$ cat src/rtl/lab_lut_pkg.sv
// Shared types and helpers for the programmable LUT bank: sweep FSM states,
// table-size derivation and the single bit-select lookup used by every reader.
package lab_lut_pkg;

    typedef enum logic {IDLE, SWEEP} lut_state_t;

    localparam int LUT_MAX_IN = 6;
    localparam int LUT_MAX_T  = 64;

    function automatic int lut_width(input int n_in);
        return 1 << n_in;
    endfunction

    function automatic int lut_chan_width(input int channels);
        return (channels > 1) ? $clog2(channels) : 1;
    endfunction

    // Callers zero-extend to the maximum table size so one function serves every N_IN.
    function automatic logic lut_lookup(input logic [LUT_MAX_T-1:0] tbl,
                                        input logic [LUT_MAX_IN-1:0] idx);
        return tbl[idx];
    endfunction

endpackage

$ cat src/rtl/lab_lut_cell.sv
// One channel's truth table: synchronous write of the whole table,
// combinational read of a single bit at an N_IN-bit index.
module lab_lut_cell
    import lab_lut_pkg::*;
#(
    parameter  int N_IN = 3,
    localparam int T    = lut_width(N_IN)
) (
    input  logic            clk,
    input  logic            rst,
    input  logic            we,
    input  logic [T-1:0]    wdata,
    input  logic [N_IN-1:0] idx,
    output logic            rd,
    output logic [T-1:0]    tbl
);

    logic [T-1:0] tbl_reg;

    always_ff @(posedge clk) begin
        if (rst) begin
            tbl_reg <= '0;
        end else if (we) begin
            tbl_reg <= wdata;
        end
    end

    assign tbl = tbl_reg;
    assign rd  = lut_lookup(LUT_MAX_T'(tbl_reg), LUT_MAX_IN'(idx));

endmodule

$ cat src/rtl/lab_lut_bank.sv
// Bank of CHANNELS run-time programmable LUTs with registered parallel
// evaluation and a self-test sweep that reads back one channel's truth table.
module lab_lut_bank
    import lab_lut_pkg::*;
#(
    parameter  int N_IN     = 3,
    parameter  int CHANNELS = 2,
    localparam int T        = lut_width(N_IN),
    localparam int CW       = lut_chan_width(CHANNELS)
) (
    input  logic                     clk,
    input  logic                     rst,
    input  logic                     cfg_valid,
    output logic                     cfg_ready,
    input  logic [CW-1:0]            cfg_chan,
    input  logic [T-1:0]             cfg_table,
    input  logic                     in_valid,
    input  logic [CHANNELS*N_IN-1:0] in_data,
    output logic                     out_valid,
    output logic [CHANNELS-1:0]      out_data,
    input  logic                     sweep_start,
    input  logic [CW-1:0]            sweep_chan,
    output logic                     busy,
    output logic                     sweep_done,
    output logic [T-1:0]             sweep_table
);

    localparam logic [CW:0]   CH_LIM   = (CW+1)'(CHANNELS);
    localparam logic [N_IN:0] CNT_LAST = (N_IN+1)'(T - 1);

    lut_state_t          state_reg, state_next;
    logic [CW-1:0]       chan_reg, chan_next;
    logic [N_IN:0]       cnt_reg, cnt_next;
    logic [T-1:0]        sweep_table_reg;
    logic                sweep_done_reg;
    logic                out_valid_reg;
    logic [CHANNELS-1:0] out_data_reg;

    logic [CHANNELS-1:0] rd_bits;
    logic [CHANNELS-1:0] cell_we;
    logic [T-1:0]        tbl_all [CHANNELS];
    logic                cfg_accept;
    logic                start_ok;
    logic                last_step;
    logic                sweep_bit;

    assign cfg_ready  = (state_reg == IDLE) && !rst;
    assign cfg_accept = cfg_valid && cfg_ready;
    assign start_ok   = sweep_start && ({1'b0, sweep_chan} < CH_LIM);
    assign last_step  = (cnt_reg == CNT_LAST);
    assign sweep_bit  = lut_lookup(LUT_MAX_T'(tbl_all[chan_reg]),
                                   LUT_MAX_IN'(cnt_reg[N_IN-1:0]));

    // An out-of-range cfg_chan matches no cell, so the handshake completes without a write.
    genvar gi;
    generate
        for (gi = 0; gi < CHANNELS; gi++) begin : g_cell
            assign cell_we[gi] = cfg_accept && (cfg_chan == CW'(gi));

            lab_lut_cell #(.N_IN(N_IN)) u_cell (
                .clk   (clk),
                .rst   (rst),
                .we    (cell_we[gi]),
                .wdata (cfg_table),
                .idx   (in_data[gi*N_IN +: N_IN]),
                .rd    (rd_bits[gi]),
                .tbl   (tbl_all[gi])
            );
        end
    endgenerate

    always_comb begin
        state_next = state_reg;
        chan_next  = chan_reg;
        cnt_next   = cnt_reg;
        case (state_reg)
            IDLE: begin
                if (start_ok) begin
                    state_next = SWEEP;
                    chan_next  = sweep_chan;
                    cnt_next   = '0;
                end
            end
            SWEEP: begin
                cnt_next = cnt_reg + (N_IN+1)'(1);
                if (last_step) begin
                    state_next = IDLE;
                end
            end
            default: state_next = IDLE;
        endcase
    end

    always_ff @(posedge clk) begin
        if (rst) begin
            state_reg <= IDLE;
            chan_reg  <= '0;
            cnt_reg   <= '0;
        end else begin
            state_reg <= state_next;
            chan_reg  <= chan_next;
            cnt_reg   <= cnt_next;
        end
    end

    // Sweep starting alongside a config write reads the new table: the first lookup is a cycle later.
    always_ff @(posedge clk) begin
        if (rst) begin
            sweep_table_reg <= '0;
            sweep_done_reg  <= 1'b0;
            out_valid_reg   <= 1'b0;
            out_data_reg    <= '0;
        end else begin
            sweep_done_reg <= (state_reg == SWEEP) && last_step;
            if (state_reg == SWEEP) begin
                sweep_table_reg[cnt_reg[N_IN-1:0]] <= sweep_bit;
            end
            out_valid_reg <= in_valid;
            if (in_valid) begin
                out_data_reg <= rd_bits;
            end
        end
    end

    assign busy        = (state_reg == SWEEP);
    assign sweep_done  = sweep_done_reg;
    assign sweep_table = sweep_table_reg;
    assign out_valid   = out_valid_reg;
    assign out_data    = out_data_reg;

endmodule
$ cat config.mk
export PLATFORM = sky130hd
export DESIGN_NAME = lab_lut_bank
export DESIGN_NICKNAME = d
export VERILOG_FILES = /design/src/rtl/lab_lut_pkg.sv /design/src/rtl/lab_lut_cell.sv /design/src/rtl/lab_lut_bank.sv
export SDC_FILE = /design/constraint.sdc
export NUM_CORES = 1
export LEC_CHECK = 0
export BUFFER_PORTS_ARGS = -buffer_cell sky130_fd_sc_hd__buf_2
export CORE_AREA = 4 4 60 62
export DETAILED_ROUTE_END_ITERATION = 10
export DIE_AREA = 0 0 64 66
export PLACE_DENSITY = 0.87
export SYNTH_ARGS = -nofsm -noshare
export SYNTH_HDL_FRONTEND = slang
export SYNTH_SLANG_ARGS = --single-unit
$ cat constraint.sdc
create_clock -name clk -period 2.1 [get_ports clk]
set_clock_uncertainty 0.15 [all_clocks]
set_input_delay 0.525 -clock clk [delete_from_list [all_inputs] [get_ports clk]]
set_output_delay 0.525 -clock clk [all_outputs]
set_load 0.02 [all_outputs]
# Word-level counts from Yosys, hierarchy flattened
# Index checks and enable logic that the tools add are counted.
totals:
  ff_bits: 34
  inputBits: 21
  out_inout_bits: 14
  word_cells: 46
op_classes:
  addsub: 1
  n_lt_le_gt_ge: 6
  eq_ne: 2
  muxes: 17
  bitwise: 3
  n_reduce_logical: 8
ops:
  columns: ["cell", "count"]
  rows:
  - ["$mux 8", 3]
  - ["$lt 3x7->1 const B", 3]
  - ["$bmux 1 s3", 3]
  - ["$bwmux 8", 1]
  - ["$pmux 4 s2", 1]
  - ["$logic_and 1x1->1", 6]
  - ["$mux 1", 6]
  - ["$add 4x1->4 const B", 1]
  - ["$eq 4x3->1 const B", 1]
  - ["$lt 3x4->1 const B", 1]
  - ["$mux 4", 1]
  - ["$demux 1 s3", 1]
  - ["$ge 3x1->1 const B", 1]
  - ["$ge 2x2->1 const B", 1]
  - ["$ne 2x2->1 const B", 1]
  - ["$not 1->1", 2]
  - ["$not 1->2", 1]
  - ["$pmux 1 s2", 1]
  - ["$reduce_and 2->1", 1]
  - ["$logic_not 1->1", 1]

# Logic depth before layout (Yosys ltp)
# Gate-level depths: netlist (run 1).
logic_depth:
  ltp_word: 7
  depth_mapped: 5
  ltp_nobuf: 4

# Hierarchy
# Synthesis (run 1) repeated with hierarchy kept, for this count alone.
unflattened:
  hier_cells: 141
  area_unflattened_um2: 1551.5
by_module_without_submodules:
  columns: ["module", "n_inst", "cells_per_inst", "area_per_inst_um2"]
  rows:
  - ["lab_lut_bank", 1, 83, 865.8]
  - ["lab_lut_cell", 2, 29, 342.8]

# Worst setup path before layout (run 1)
# No wires, ideal clock.
synth_timing:
  path_kind: "input to output"
  from: "in rst"
  to: "out cfg_ready"
  arrival_ns: 1.188
  required_time_ns: 1.425
  setup_slack_ns: 0.237
  path_stages: 3
  path_cell_list: "buf_2 clkbuf_1 nor2_1"
synth_between:
  elab_chain_cells: 2
synth_lines:
  columns: ["item", "line", "source"]
  rows:
  - ["from (decl)", "lab_lut_bank.sv:12", "input logic rst,"]
  - ["$logic_not 1->1", "lab_lut_bank.sv:47", "assign cfg_ready = (state_reg == IDLE) && !rst;"]
  - ["$logic_and 1x1->1", "lab_lut_bank.sv:47", null]
  - ["to (decl)", "lab_lut_bank.sv:14", "output logic cfg_ready,"]
# No other way between the ends.

# Final worst setup path (run 1)
layout_timing:
  from: "reg state_reg, in the netlist busy"
  to: "out cfg_ready"
layout_between:
  elab_chain_cells: 2
layout_lines:
  columns: ["item", "line", "source"]
  rows:
  - ["from (decl)", "lab_lut_bank.sv:31", "lut_state_t state_reg, state_next;"]
  - ["from (signal assigned)", "lab_lut_bank.sv:100", "state_reg <= state_next;"]
  - ["$not 1->1", null, null]
  - ["$logic_and 1x1->1", "lab_lut_bank.sv:47", null]
# No other way between the ends.

==> results.tsv, run 1 <==
stage	metric	value	unit
timing	period_minus_slack	1.88	ns
place	io_buffers	34	
setup_path	slowest_stage	dfxtp_1	
grt	grt_pass1_wl	5.26	mm
floorplan	fp-row-count	20	
detailed_routing	wl_per_cell	14.0	um
setup_path	crit_fanout	11	
setup_path	arrival	1.21	ns
flow_run	drv_cap	0	
setup_path	critPathRequiredTime	1.42	ns
cts	clk_pin_slew	0.09	ns
detailed_routing	viasPerCell	5.31	
timing	max-slew-margin-rel	0.692	
power	power_density	635	nW/um^2
setup_path	cp.depth	2	
timing	rsz0062_at_grt	false	
detailed_routing	dr_total_vias	1231	
yosys	synth_cell_types	24	
timing	worstMarginPinSlew	0.461	ns
yosys	synth.area.top_cells	dfxtp_1, mux2i_1, mux4_2	
layout	fill_cells	257	
setup_path	cpPeakStageDelay	0.58	ns
hold_path	min_path_type	in -> reg	
setup_path	end_kind	output pin	
cts	cts_resized	0	
power	p_leak	0.755	nW
hold_path	whs_path_depth	2	
grt	globalRouteMet3Util	0.0374	
timing	hold_violations	0	
run_status	status	finished clean	
layout	largest_reg_flops	16	
grt	grt_remaining_overflow	0	
detailed_routing	first_pass_iters	6	
cts	cts_setup_buffers	0	
layout	multi_input_area	827	um^2
floorplan	coreArea	3030	um^2
yosys	netlist_instances	156	
yosys	synth_top_area_frac	0.430	
timing	report.final.slew_viol_count	0	
timing	setup_viol	0	
layout	seq_area	681	um^2
grt	antenna_found_initial	0	
cts	htree_num_levels	2	
setup_path	path_cells	nor2_1, buf_2	
floorplan	start_util	0.523	
cts	clockBufferDepth	2	
timing	hold_ws	0.266	ns
timing	setup-tns-final	0	ns
yosys	synth-async-reset-ratio	0	
grt	grt_max_degree	24	
layout	fin_nets	211	
floorplan	die_h	66	um
yosys	yosysSeqAreaShare	0.430	
detailed_routing	drt-total-wl	3.25	mm
detailed_routing	drt-initial-drc-count	53	
place	place_congestion	0.822	
grt	grt_pass1_vias	1160	
layout	area_growth	16.0	%
cts	clk_latency	0.33	ns
cts	cts.hold.buffers_added	0	
grt	met2_usage	0.261	
power	vdd_drop_max	303	uV
cts	cts_buffers	5	
yosys	syn_nets	178	
grt	grt.busiest_layer	met2	
floorplan	die_w	64	um
setup_path	start_kind	register	
layout	antenna_cells	0	
yosys	synthFlopType	dfxtp_1	
yosys	syn-mean-instance-area	10.2	um^2
grt	grt_use_met1	0.201	
setup_path	reg2regPathDepth	3	
yosys	yosysMostFrequentCell	dfxtp_1	
grt	grt_usage	0.165	
cts	root_buffer	clkbuf_4	
yosys	synth_top_cell_by_area	dfxtp_1	
layout	layout-drive-gt1-share	0.309	
setup_path	critPathKind	reg -> out	
yosys	yosysWarnings	0	
cts	cts_tree	built	
place	hpwl	2.46	mm
setup_path	path_delay_family	flip-flops	
yosys	ys_ff_latch	34	
timing	period_share	0.897	
detailed_routing	postRouteAntennaNets	0	
cts	clock_sinks	34	
floorplan	pin_count	35	
setup_path	crit_buf_inv	1	
timing	clock.fmax	0.531	GHz
yosys	synthTopCellsByCount	dfxtp_1, mux2i_1, nor2_1, nand2_1, a21oi_1	
yosys	synth_area	1580	um^2
floorplan	die-area	4220	um^2
detailed_routing	drc_errors	0	
yosys	synth_edf_count	0	
==> worst paths after layout <==
path,end,slack [ns],startpoint
max,cfg_ready,0.22,busy$_SDFF_PP0_
min,out_data[1]$_SDFFE_PP0P_,0.27,in_valid
max reg2reg,g_cell[0].u_cell.tbl[3]$_SDFFE_PP0P_,0.47,busy$_SDFF_PP0_
min reg2reg,out_data[1]$_SDFFE_PP0P_,0.33,out_data[1]$_SDFFE_PP0P_
==> area by class of cell <==
| cell class | count | area share |
|---|---|---|
| Clock buffer | 6 | 0.0279 |
| Inverter | 2 | 0.00409 |
| Multi-Input combinational cell | 106 | 0.450 |
| Sequential cell | 34 | 0.371 |
| Tap cell | 44 | 0.0300 |
| Timing Repair Buffer | 40 | 0.117 |
==> cells in the final DEF, fill, tap and decap left out, drive strengths merged <==
cell,instances
buf,40
dfxtp,34
mux2i,26
nor2,23
nand2,16
a21oi,11
mux4,6
clkbuf,6
a211oi,5
nand4b,3
and4bb,3
nor2b,3
inv,2
nor4b,2
nor4bb,1
nor3b,1
or4b,1
and4,1
nor3,1
nand4,1
nand3,1
ha,1
==> where the power goes <==
group | total, mW | switching [mW] | internal [mW] | leakage [nW]
logic | 0.133 | 0.0682 | 0.0647 | 0.449
registers | 0.680 | 0.0194 | 0.661 | 0.276
clock network | 0.354 | 0.203 | 0.151 | 0.0302
==> routing by layer <==
layer	wire length, um	part of all wire
met1	1430	0.44
met2	1530	0.47
met3	197	0.061
met4	93	0.029
met5	0	0
==> worst reg2reg max path, stage by stage (launching register included) <==
cell and delay (ns):
dfxtp_1 0.44, or4b_1 0.72, nand2_1 0.13, a21oi_1 0.07
==> logic make-up (layout without fill, tap and decap cells) <==
family                     Yosys count  in the layout  synth area share
AOI/OAI and AO/OA                   16             16            0.0585
DFF                                 34             34             0.430
and+or+nand+nor                     57             57             0.202
adders and majority gates            1              1           0.00790
muxes                               32             32             0.250
buffers and inverters               16             48            0.0521
==> through the flow <==
step           utilization  power [mW]  cell area [um^2]  instances  worst slack, ns
2_1_floorplan            -       0.780              1580        156            0.237
3_3_place_gp         0.590       0.825              1790        226            0.290
3_5_place_dp         0.590       0.828              1790        226            0.267
4_1_cts              0.607        1.17              1840        232            0.200
5_1_grt              0.607        1.22              1840        232            0.133
6_report             0.607        1.17              1840        232            0.217
Note: power is estimated with default switching activity, not from simulation.
==> run 2: changes to the inputs <==
--- a/config.mk
+++ b/config.mk
@@ -6,10 +6,14 @@
 export NUM_CORES = 1
 export LEC_CHECK = 0
 export BUFFER_PORTS_ARGS = -buffer_cell sky130_fd_sc_hd__buf_2
-export CORE_AREA = 4 4 60 62
+export CELL_PAD_IN_SITES_DETAIL_PLACEMENT = 2
+export CELL_PAD_IN_SITES_GLOBAL_PLACEMENT = 2
+export CORE_AREA = 4 4 75 77
 export DETAILED_ROUTE_END_ITERATION = 10
-export DIE_AREA = 0 0 64 66
+export DIE_AREA = 0 0 79 81
+export MAX_ROUTING_LAYER = met4
 export PLACE_DENSITY = 0.87
+export SKIP_LAST_GASP = 1
 export SYNTH_ARGS = -nofsm -noshare
 export SYNTH_HDL_FRONTEND = slang
 export SYNTH_SLANG_ARGS = --single-unit
==> results.tsv, run 2 (synthesis results as in run 1) <==
stage	metric	value	unit	change
setup_path	cpPeakStageDelay	0.64	ns	was 0.58 ns
timing	worstMarginPinSlew	0.547	ns	was 0.461 ns
layout	multi_input_area	827	um^2	unchanged
setup_path	path_delay_family	flip-flops		unchanged
setup_path	slowest_stage	dfxtp_1		unchanged
timing	max-slew-margin-rel	0.634		was 0.692
floorplan	die_w	79	um	was 64 um
setup_path	crit_buf_inv	1		unchanged
grt	grt_remaining_overflow	0		unchanged
power	netSwitchingFraction	0.246		was 0.249
cts	clk_latency	0.29	ns	was 0.33 ns
layout	fin_nets	211		unchanged
layout	fin_util	0.385		was 0.607
cts	cts_buffers	5		unchanged
cts	root_buffer	clkbuf_8		was clkbuf_4
grt	grt_pass1_vias	1444		was 1,160
layout	largest_reg_flops	16		unchanged
layout	layout-drive-gt1-share	0.316		was 0.309
flow_run	drv_cap	0		unchanged
detailed_routing	postRouteAntennaNets	0		unchanged
grt	grt_pass1_wl	7.59	mm	was 5.26 mm
grt	globalRouteMet3Util	0.0310		was 0.0374
detailed_routing	drc_errors	0		unchanged
floorplan	fp-row-count	26		was 20
hold_path	hp-start	in_valid		unchanged
setup_path	r2r_start	busy$_SDFF_PP0_		unchanged
timing	report.final.slew_viol_count	0		unchanged
timing	setup-tns-final	0	ns	unchanged
grt	met2_usage	0.281		was 0.261
cts	cts_setup_buffers	0		unchanged
setup_path	path_cells	nor2_1, buf_2		unchanged
cts	clockBufferDepth	2		unchanged
power	vdd_drop_max	269	uV	was 303 uV
layout	antenna_cells	0		unchanged
place	place_congestion	0.840		was 0.822
cts	htree_num_levels	2		unchanged
timing	clock.fmax	0.515	GHz	was 0.531 GHz
cts	cts_tree	built		unchanged
hold_path	min_path_type	in -> reg		unchanged
power	p_clk_frac	0.413		was 0.303
grt	grt_usage	0.161		was 0.165
cts	cts_resized	0		unchanged
floorplan	die_h	81	um	was 66 um
power	combPwrFrac	0.099		was 0.114
timing	fin_ws	0.157	ns	was 0.217 ns
timing	setup_viol	0		unchanged
layout	area_growth	21.7	%	was 16.0%
power	switchingPower	0.346	mW	was 0.291 mW
floorplan	start_util	0.316		was 0.523
timing	period_minus_slack	1.94	ns	was 1.88 ns
power	power_density	727	nW/um^2	was 635 nW/um^2
timing	hold_violations	0		unchanged
detailed_routing	viasPerCell	4.94		was 5.31
cts	clk_pin_slew	0.07	ns	was 0.09 ns
grt	grt_use_met1	0.186		was 0.201
setup_path	crit_start	busy$_SDFF_PP0_		unchanged
layout	seq_area	681	um^2	unchanged
detailed_routing	wl_per_cell	17.7	um	was 14.0 um
detailed_routing	drt-total-wl	4.61	mm	was 3.25 mm
power	sequentialPowerShare	0.488		was 0.583
place	io_buffers	34		unchanged
timing	rsz0062_at_grt	false		unchanged
layout	fill_cells	559		was 257
floorplan	pin_count	35		unchanged
setup_path	end_kind	output pin		unchanged
power	p_leak	0.782	nW	was 0.755 nW
place	pre_cts_ws	0.243	ns	was 0.267 ns
detailed_routing	first_pass_iters	4		was 6
cts	cts.hold.buffers_added	0		unchanged
timing	period_share	0.925		was 0.897
setup_path	crit_fanout	12		was 11
setup_path	critPathRequiredTime	1.42	ns	about the same
setup_path	arrival	1.27	ns	was 1.21 ns
grt	antenna_found_initial	0		unchanged
run_status	status	finished clean		unchanged
place	hpwl	3.33	mm	was 2.46 mm
layout	mostFrequentLayoutCells	dfxtp_1, buf_2, mux2i_1, nor2_1, nand2_1		unchanged
detailed_routing	dr_total_vias	1285		was 1,231
setup_path	start_kind	register		unchanged
power	p_int	1.06	mW	was 0.876 mW
grt	grt_max_degree	18		was 24
floorplan	die-area	6400	um^2	was 4220 um^2
cts	clock_sinks	34		unchanged
setup_path	critPathKind	reg -> out		unchanged
detailed_routing	drt-initial-drc-count	31		was 53
grt	grt.busiest_layer	met2		unchanged
floorplan	coreArea	5010	um^2	was 3030 um^2
## run 2: changes by cell type in the layout (fill, tap and decap cells not counted)
cell	before	now
clkbuf_4	5	0
clkbuf_8	1	8
## run 2: cell type report
type | count | share of cell area
Multi-Input combinational cell | 106 | 0.429
Inverter | 2 | 0.00389
Timing Repair Buffer | 40 | 0.112
Tap cell | 70 | 0.0454
Clock buffer | 8 | 0.0571
Sequential cell | 34 | 0.353
## run 2: through the flow
step,hold WS [ns],instances,instance area [um^2],power (mW)
after global placement,0.309,252,1820,0.830
after CTS,0.316,260,1930,1.42
final,0.319,260,1930,1.40
after floorplan,0.296,156,1580,0.780
after detailed placement,0.327,252,1820,0.836
after global routing,0.331,260,1930,1.46
## run 2: worst reg2reg max path, stage by stage, from the launching register on
cell     delay [ns]
dfxtp_1        0.47
or4b_1         0.76
nand2_1        0.16
a21oi_1        0.08
## run 2: worst paths after layout
path	to	slack, ns	depth (start not counted)
worst max-delay path	cfg_ready	0.16	2
worst min-delay path	out_data[0]$_SDFFE_PP0P_	0.32	2
worst max register to register	g_cell[0].u_cell.tbl[1]$_SDFFE_PP0P_	0.37	3
worst min register to register	g_cell[0].u_cell.tbl[6]$_SDFFE_PP0P_	0.34	2
## run 2: layer usage
| layer | part of all wire | vias up |
|---|---|---|
| li1 | - | 613 |
| met1 | 0.45 | 638 |
| met2 | 0.50 | 26 |
| met3 | 0.026 | 8 |
| met4 | 0.019 | 0 |
| met5 | 0 | - |
## run 2: power groups by stage
stage	Clock (mW)	Sequential [mW]	Combinational [mW]
2_1_floorplan	0	0.691	0.0892
3_3_place_gp	0	0.697	0.133
3_5_place_dp	0	0.699	0.138
4_1_cts	0.596	0.684	0.140
5_1_grt	0.626	0.687	0.152
6_report	0.580	0.684	0.139
==> run 3: changes to the inputs <==
==> constraint.sdc (replaced) <==
create_clock -name clk -period 2 [get_ports clk]
set_clock_uncertainty 0.15 [all_clocks]
set_input_delay 0.5 -clock clk [delete_from_list [all_inputs] [get_ports clk]]
set_output_delay 0.5 -clock clk [all_outputs]
set_load 0.02 [all_outputs]
==> results.tsv, run 3 (synthesis results as in run 1) <==
stage	metric	value	unit	change
run_status	status	finished clean		unchanged
grt	grt_usage	0.155		was 0.161
detailed_routing	drc_errors	0		unchanged
grt	grt_pass1_vias	1428		was 1,444
setup_path	cpPeakStageDelay	0.59	ns	was 0.64 ns
place	postPlaceCellArea	1820	um^2	unchanged
cts	cts.hold.buffers_added	0		unchanged
cts	clk_pin_slew	0.07	ns	about the same
floorplan	die-area	6400	um^2	unchanged
setup_path	crit_fanout	10		was 12
grt	grt_max_degree	17		was 18
layout	area_growth	20.5	%	was 21.7%
setup_path	start_kind	register		unchanged
hold_path	min_path_type	in -> reg		unchanged
timing	period_share	0.917		
grt	grt_remaining_overflow	0		unchanged
layout	fin_util	0.381		was 0.385
cts	cts_buffers	5		unchanged
detailed_routing	drt-total-wl	4.33	mm	was 4.61 mm
place	io_buffers	34		unchanged
cts	clock_sinks	34		unchanged
place	place_congestion	0.852		was 0.840
power	vdd_drop_max	263	uV	was 269 uV
timing	max-slew-margin-rel	0.643		was 0.634
cts	cts_resized	0		unchanged
setup_path	path_cells	nor2_1, buf_2		unchanged
power	p_leak	0.773	nW	was 0.782 nW
layout	fill_cells	575		was 559
setup_path	critPathKind	reg -> out		unchanged
timing	hold_violations	0		unchanged
detailed_routing	wl_per_cell	16.7	um	was 17.7 um
layout	antenna_cells	0		unchanged
layout	largest_reg_flops	16		unchanged
setup_path	critPathRequiredTime	1.35	ns	was 1.42 ns
detailed_routing	first_pass_iters	4		unchanged
setup_path	end_kind	output pin		unchanged
power	power_density	726	nW/um^2	was 727 nW/um^2
grt	grt_pass1_wl	7.22	mm	was 7.59 mm
timing	worstMarginPinSlew	0.533	ns	was 0.547 ns
grt	antenna_found_initial	0		unchanged
layout	layout-drive-gt1-share	0.311		was 0.316
layout	final_cell_count_no_fill	260		unchanged
floorplan	start_util	0.316		unchanged
layout	fin_nets	211		unchanged
floorplan	die_w	79	um	unchanged
layout	mostFrequentLayoutCells	dfxtp_1, buf_2, mux2i_1, nor2_1, nand2_1		unchanged
cts	htree_num_levels	2		unchanged
setup_path	slowest_stage	dfxtp_1		unchanged
power	p_total	1.39	mW	was 1.40 mW
floorplan	pin_count	35		unchanged
setup_path	arrival	1.18	ns	was 1.27 ns
layout	design_area	1910	um^2	was 1930 um^2
flow_run	drv_cap	0		unchanged
cts	cts_tree	built		unchanged
setup_path	crit_buf_inv	1		unchanged
timing	rsz0062_at_grt	false		unchanged
timing	period_minus_slack	1.83	ns	
place	hpwl	3.25	mm	was 3.33 mm
timing	report.final.slew_viol_count	0		unchanged
detailed_routing	viasPerCell	4.92		was 4.94
floorplan	fp-row-count	26		unchanged
floorplan	die_h	81	um	unchanged
floorplan	coreArea	5010	um^2	unchanged
cts	cts_setup_buffers	0		unchanged
detailed_routing	dr_total_vias	1279		was 1,285
detailed_routing	drt-initial-drc-count	54		was 31
detailed_routing	postRouteAntennaNets	0		unchanged
setup_path	path_delay_family	flip-flops		unchanged
timing	clock.fmax	0.545	GHz	
cts	clockBufferDepth	2		unchanged
timing	setup_viol	0		unchanged
timing	setup-tns-final	0	ns	unchanged
cts	clk_latency	0.29	ns	about the same
place	placedCellCount	252		unchanged
cts	root_buffer	clkbuf_8		unchanged
==> run 3: cell count changes in the layout (fill, tap and decap cells not counted), sizes merged <==
| cell | change |
|---|---|
| clkinv | +1 |
| clkbuf | -1 |
==> run 3: worst reg2reg max path, cell delays in order (launching register included) <==
cell,delay (ns)
dfxtp_1,0.44
or4b_1,0.75
nand2_1,0.16
a21oi_1,0.09
==> run 3: area by class of cell <==
type	instances	area, um^2	share of cell area
Clock buffer	7	86.3	0.0452
Clock inverter	1	5.00	0.00262
Inverter	2	7.51	0.00393
Multi-Input combinational cell	106	827	0.433
Sequential cell	34	681	0.356
Tap cell	70	87.6	0.0459
Timing Repair Buffer	40	215	0.113
==> run 3: per-stage QoR <==
stage	worst slack (ns)	hold slack (ns)
floorplan	0.187	0.296
global placement	0.210	0.309
detailed placement	0.145	0.327
CTS	0.151	0.284
global route	0.0822	0.311
finish	0.166	0.289
==> run 3: report_power, final <==
group | switching, mW | internal, mW
Combinational | 0.0755 | 0.0675
Clock | 0.249 | 0.278
Sequential | 0.0227 | 0.694
Total | 0.347 | 1.04
==> run 3: path summary, 6_finish.rpt <==
check	from	to	slack [ns]	cells after the start
setup / recovery	busy$_SDFF_PP0_	cfg_ready	0.17	2
hold / removal	in_valid	out_data[0]$_SDFFE_PP0P_	0.29	2
setup reg to reg	busy$_SDFF_PP0_	g_cell[0].u_cell.tbl[1]$_SDFFE_PP0P_	0.29	3
hold reg to reg	g_cell[0].u_cell.tbl[6]$_SDFFE_PP0P_	g_cell[0].u_cell.tbl[6]$_SDFFE_PP0P_	0.34	2
==> run 3: metal layers <==
layer  global-route usage  vias to the layer above  share of wire
met5                    -                        -              0
met4               0.0722                        0          0.022
met3               0.0322                        9          0.040
met2                0.256                       28           0.49
met1                0.182                      631           0.44
li1                     -                      611              -
